**config.mk**
```make
export PLATFORM = sky130hd
export DESIGN_NAME = move_controller
export DESIGN_NICKNAME = d
export VERILOG_FILES = /design/src/rtl/move_controller_pkg.sv /design/src/rtl/cursor_wrap.sv /design/src/rtl/move_controller.sv
export SDC_FILE = /design/constraint.sdc
export NUM_CORES = 1
export LEC_CHECK = 0
export CAP_MARGIN = 20
export CORE_ASPECT_RATIO = 0.6
export CORE_UTILIZATION = 45
export CTS_BUF_LIST = sky130_fd_sc_hd__clkbuf_8
export CTS_CLUSTER_SIZE = 12
export DETAILED_ROUTE_END_ITERATION = 12
export GPL_ROUTABILITY_DRIVEN = 1
export PLACE_DENSITY = 0.95
export SYNTH_ARGS = -nofsm -noshare
export SYNTH_HDL_FRONTEND = slang
export SYNTH_SLANG_ARGS = --single-unit
```
**constraint.sdc**
```tcl
create_clock -name clk -period 4.6 [get_ports clk]
set_clock_uncertainty 0.15 [all_clocks]
set_input_delay 0.69 -clock clk [delete_from_list [all_inputs] [get_ports clk]]
set_output_delay 0.69 -clock clk [all_outputs]
set_load 0.05 [all_outputs]
```
**src/rtl/move_controller_pkg.sv**
```systemverilog
// Shared types and constants for the 4x4 board move controller and its cursor.
package move_controller_pkg;

    typedef enum logic [1:0] {
        StIdle,
        StCheck,
        StWrite,
        StDone
    } state_e;

    localparam logic [1:0]  CELL_EMPTY      = 2'b00;
    localparam logic [1:0]  P1_CODE_DEFAULT = 2'b01;
    localparam logic [1:0]  P2_CODE_DEFAULT = 2'b10;
    localparam int unsigned BOARD_CELLS     = 16;

    // Extracts the 2-bit code of cell idx from the packed board.
    function automatic logic [1:0] cell_at(input logic [31:0] board, input logic [3:0] idx);
        return board[{idx, 1'b0} +: 2];
    endfunction

endpackage

```
**src/rtl/cursor_wrap.sv**
```systemverilog
// Registered 2-bit row/column cursor with wrap-around moves and a hold enable.
module cursor_wrap (
    input  logic       clk,
    input  logic       resetn,
    input  logic       en_i,
    input  logic       row_dec_i,
    input  logic       row_inc_i,
    input  logic       col_dec_i,
    input  logic       col_inc_i,
    output logic [1:0] row_o,
    output logic [1:0] col_o,
    output logic [1:0] row_next_o,
    output logic [1:0] col_next_o
);

    logic [1:0] row_q, row_d;
    logic [1:0] col_q, col_d;

    // Two-bit arithmetic gives the mod-4 wrap for free.
    always_comb begin
        row_d = row_q;
        col_d = col_q;
        if (en_i) begin
            if (row_dec_i) begin
                row_d = row_q - 2'd1;
            end else if (row_inc_i) begin
                row_d = row_q + 2'd1;
            end else if (col_dec_i) begin
                col_d = col_q - 2'd1;
            end else if (col_inc_i) begin
                col_d = col_q + 2'd1;
            end
        end
    end

    always_ff @(posedge clk or negedge resetn) begin
        if (!resetn) begin
            row_q <= 2'd0;
            col_q <= 2'd0;
        end else begin
            row_q <= row_d;
            col_q <= col_d;
        end
    end

    assign row_o      = row_q;
    assign col_o      = col_q;
    assign row_next_o = row_d;
    assign col_next_o = col_d;

endmodule

```
**src/rtl/move_controller.sv**
```systemverilog
// Cursor/placement controller for a 4x4 two-player board; drives a downstream
// 1-to-16 demux (select/piece) and a board register write strobe.
module move_controller
    import move_controller_pkg::*;
#(
    parameter logic [1:0] P1_CODE = P1_CODE_DEFAULT,
    parameter logic [1:0] P2_CODE = P2_CODE_DEFAULT
) (
    input  logic        clk,
    input  logic        resetn,
    input  logic        btn_up,
    input  logic        btn_down,
    input  logic        btn_left,
    input  logic        btn_right,
    input  logic        btn_place,
    input  logic [31:0] board,
    output logic [3:0]  select,
    output logic [1:0]  piece,
    output logic        write_en,
    output logic        turn,
    output logic [4:0]  move_count,
    output logic        rejected,
    output logic        game_over
);

    state_e     state_q, state_d;
    logic       turn_q, turn_d;
    logic [4:0] count_q, count_d;
    logic       write_en_q, write_en_d;
    logic       rejected_q, rejected_d;
    logic       game_over_q, game_over_d;
    logic [1:0] piece_q, piece_d;

    logic [1:0] row, col, row_next, col_next;
    logic       cursor_en;

    // The cursor only moves in IDLE and a placement request masks any move.
    assign cursor_en = (state_q == StIdle) && !btn_place;

    cursor_wrap u_cursor_wrap (
        .clk        (clk),
        .resetn     (resetn),
        .en_i       (cursor_en),
        .row_dec_i  (btn_up),
        .row_inc_i  (btn_down),
        .col_dec_i  (btn_left),
        .col_inc_i  (btn_right),
        .row_o      (row),
        .col_o      (col),
        .row_next_o (row_next),
        .col_next_o (col_next)
    );

    always_comb begin
        state_d    = state_q;
        turn_d     = turn_q;
        count_d    = count_q;
        write_en_d = 1'b0;
        rejected_d = 1'b0;
        unique case (state_q)
            StIdle: begin
                if (btn_place) begin
                    state_d = StCheck;
                end
            end
            StCheck: begin
                if (cell_at(board, {row, col}) != CELL_EMPTY) begin
                    rejected_d = 1'b1;
                    state_d    = StIdle;
                end else begin
                    state_d = StWrite;
                end
            end
            StWrite: begin
                write_en_d = 1'b1;
                turn_d     = ~turn_q;
                count_d    = count_q + 5'd1;
                state_d    = (count_d == 5'(BOARD_CELLS)) ? StDone : StIdle;
            end
            StDone: begin
            end
        endcase
        game_over_d = (state_d == StDone);
        // Outside the strobe, echo the addressed cell so the demux rewrites it unchanged.
        piece_d = write_en_d ? (turn_q ? P2_CODE : P1_CODE)
                             : cell_at(board, {row_next, col_next});
    end

    always_ff @(posedge clk or negedge resetn) begin
        if (!resetn) begin
            state_q     <= StIdle;
            turn_q      <= 1'b0;
            count_q     <= 5'd0;
            write_en_q  <= 1'b0;
            rejected_q  <= 1'b0;
            game_over_q <= 1'b0;
            piece_q     <= CELL_EMPTY;
        end else begin
            state_q     <= state_d;
            turn_q      <= turn_d;
            count_q     <= count_d;
            write_en_q  <= write_en_d;
            rejected_q  <= rejected_d;
            game_over_q <= game_over_d;
            piece_q     <= piece_d;
        end
    end

    assign select     = {row, col};
    assign piece      = piece_q;
    assign write_en   = write_en_q;
    assign turn       = turn_q;
    assign move_count = count_q;
    assign rejected   = rejected_q;
    assign game_over  = game_over_q;

endmodule

```
==> flow_summary.yaml <==
logic_synthesis:
  synth_ff_type: "dfrtp_1"
  synthTopCellsByArea: "dfrtp_1 (33%), mux4_1 (16%), xnor2_1 (6.1%)"
  ys_seq_area_share_pct: 32.7
  syn_area_sq_um: 1300
  synth_warnings: 0
  synth_edf_count: 0
  async_reset_ff_share_pct: 100
  synth_top_area_share_pct: 32.7
  synth_nets: 171
  syn_area_per_cell_sq_um: 10.0
  yosysTopAreaCell: "dfrtp_1"
  synth_cell_types: 35
  syn_inst: 130
  ys_ff_latch: 17
sta:
  finalCriticalPeriod_ns: 3.12
  setup-violations-final: 0
  slew-limit-headroom_pct: 50.1
  timing.final.crit_share_pct: 67.9
  clock.fmax_mhz: 320
  grt_setup_unrepaired: "no"
  tightestPinTransition_ns: 0.746
  final_max_slew_viol_count: 0
  hold_viol_final: 0
  setup_tns_ns: 0
  setup_slack_ns: 1.48
critical_path:
  crit_buf_inv: 1
  r2r-start: "state_q[1]"
  path_class: "primary input to flip-flop"
  cp-end-kind: "flip-flop"
  path_delay_family: "buffers and inverters"
  cp_slowest_cell: "clkdlybuf4s50_1"
  path_cells: "clkdlybuf4s50_1 > or2_1 > nor3_4 > xnor2_2 > mux4_1 > a22oi_1 > a31oi_1"
  path_max_fanout: 9
  start_kind: "primary input"
  crit_arrival_ns: 3.10
  cpPeakStageDelay_ns: 0.66
  worstSetupStartpoint: "btn_up"
  cp.required_ns: 4.57
floorplan:
  coreArea_sq_um: 2630
  initial_core_util_pct: 49.5
  fp.dieW_um: 71.4
  die_area_sq_um: 3120
  io_pins: 54
  fp.dieH_um: 43.7
  rows: 14
drt:
  post_drt_wl_per_cell_um: 16.5
  first_iter_violations: 110
  wl_mm: 3.52
  drc: 0
  drt-pass1-iter-count: 4
  ant_nets: 0
  avgViaCountPerCell: 5.99
  num_vias: 1276
clock_network:
  ctsResizeCount: 0
  cts_hold_buffers: 0
  cts_sinks: 17
  root_buffer: "clkbuf_8"
  clkTransAtPathRegs_ns: 0.06
  clockBufferDepth: 2
  postCtsSetupRepairBufs: 0
  cts_buffers: 3
  clock_latency_ns: 0.25
  cts_tree: "yes"
  cts_htree_levels: 1
power:
  switching_share_pct: 48.4
  pwr_density_cell_nw_per_um2: 579
  internal_power_mw: 0.566
  p_leak_nw: 0.765
  p_clk_share_pct: 9.8
  switching_power_mw: 0.530
  irDropWorstVdd_uv: 265
  seqPwrFrac_pct: 27.9
  pwr-share-comb_pct: 62.3
grt:
  gr-total-overflow: 0
  grt_pass1_vias: 1239
  grt_max_degree: 20
  grt_pass1_wl_mm: 5.81
  grt.total_usage_pct: 24.9
  antenna_found_initial: 0
hold_path:
  min-delay-start: "move_count[4]"
  worstHoldPathType: "flip-flop to flip-flop"
place:
  dpl.hpwl_mm: 2.81
  place_worst_setup_slack_ns: 1.25
  port_buffers: 53
  place_congestion: 0.854
layout:
  drive_gt1_share_pct: 4.42
  nNetsFinal: 223
  diodes: 0
  areaGrowthSynthToFinish_pct: 45.5
  nFillCells: 174
  final_cell_mix: "clkdlybuf4s50_1 (53), dfrtp_1 (17), nor2_1 (14), a21oi_1 (14), nor3_1 (11)"
  layout_commonest_cell: "clkdlybuf4s50_1"
flow_run:
  drv_cap: 0
run_status:
  status: "finished clean"
## power groups by stage
| stage | Clock, mW | Combinational (mW) | Sequential [mW] |
|---|---|---|---|
| 2_1_floorplan | 0 | 0.344 | 0.430 |
| 3_3_place_gp | 0 | 0.654 | 0.301 |
| 3_5_place_dp | 0 | 0.677 | 0.308 |
| 4_1_cts | 0.109 | 0.681 | 0.305 |
| 5_1_grt | 0.118 | 0.723 | 0.317 |
| 6_report | 0.108 | 0.682 | 0.306 |
## synthesized netlist by cell type, types with 3 or more instances
| cell | n |
|---|---|
| a21oi_1 | 14 |
| a22oi_1 | 3 |
| clkbuf_1 | 5 |
| dfrtp_1 | 17 |
| inv_1 | 4 |
| mux2i_1 | 3 |
| mux4_1 | 8 |
| nand2_1 | 8 |
| nor2_1 | 14 |
| nor3_1 | 11 |
| o21ai_0 | 3 |
| xnor2_1 | 9 |
## final cells by class
class | instances | area [sq um] | area share [%]
timing repair buffer | 53 | 531 | 28.0
clock inverter | 1 | 3.75 | 0.198
multi-input combinational | 103 | 837 | 44.2
sequential | 17 | 425 | 22.5
inverter | 4 | 15.0 | 0.793
clock buffer | 3 | 41.3 | 2.18
tap | 32 | 40.0 | 2.11
## worst register-to-register path, cell delays in order, from the launching register on
cell and delay, ns:
dfrtp_1 0.45, or3_4 0.46, nor4_1 0.37, xnor2_1 0.39, mux4_1 0.40, a22oi_1 0.21
a31oi_1 0.11
## kinds of logic (layout without fill, tap and decap cells)
family / Yosys count / after routing / share of synthesized area [%]
AO/OA/AOI/OAI: 28 / 28 / 12.6
XOR/XNOR: 10 / 10 / 7.31
adder cells (fa/ha/maj): 2 / 2 / 1.92
buffers and inverters: 10 / 61 / 2.98
flip-flops: 17 / 17 / 32.7
multiplexers: 13 / 13 / 21.9
AND/OR/NAND/NOR: 50 / 50 / 20.6
## sequential cells by signal, summed over array words and instances, names as in the netlist
name                 count
u_cursor_wrap.row_o      2
game_over                1
piece                    2
write_en                 1
rejected                 1
turn                     1
move_count               5
state_q                  2
u_cursor_wrap.col_o      2
## per-stage QoR
stage / instances / util, % / total power, mW / hold WS [ns] / cell area, sq um
6_report: 213 / 72.0 / 1.10 / 0.385 / 1890
2_1_floorplan: 130 / - / 0.774 / 0.244 / 1300
3_3_place_gp: 209 / 70.3 / 0.956 / 0.362 / 1850
4_1_cts: 213 / 72.0 / 1.09 / 0.386 / 1890
3_5_place_dp: 209 / 70.3 / 0.984 / 0.374 / 1850
5_1_grt: 213 / 72.0 / 1.16 / 0.413 / 1890
## worst paths after layout
check                                    endpoint  slack (ns)  cells after the start
max                                      piece[0]        1.48                      7
min                                 move_count[4]        0.38                      1
max reg2reg                              piece[0]        1.92                      6
min reg2reg                         move_count[4]        0.38                      1
max in group asynchronous  u_cursor_wrap.col_o[1]        3.10                      1
min in group asynchronous  u_cursor_wrap.row_o[0]        0.73                      1
## per-layer routing
metal / GRT usage, % / up-vias / part of all wire (%)
met5: 0 / - / 0
met4: 11.2 / 0 / 2.5
met2: 43.2 / 82 / 46
li1: - / 593 / -
met1: 30.8 / 591 / 42
met3: 4.88 / 10 / 8.7
(Power assumes the default switching activity.)
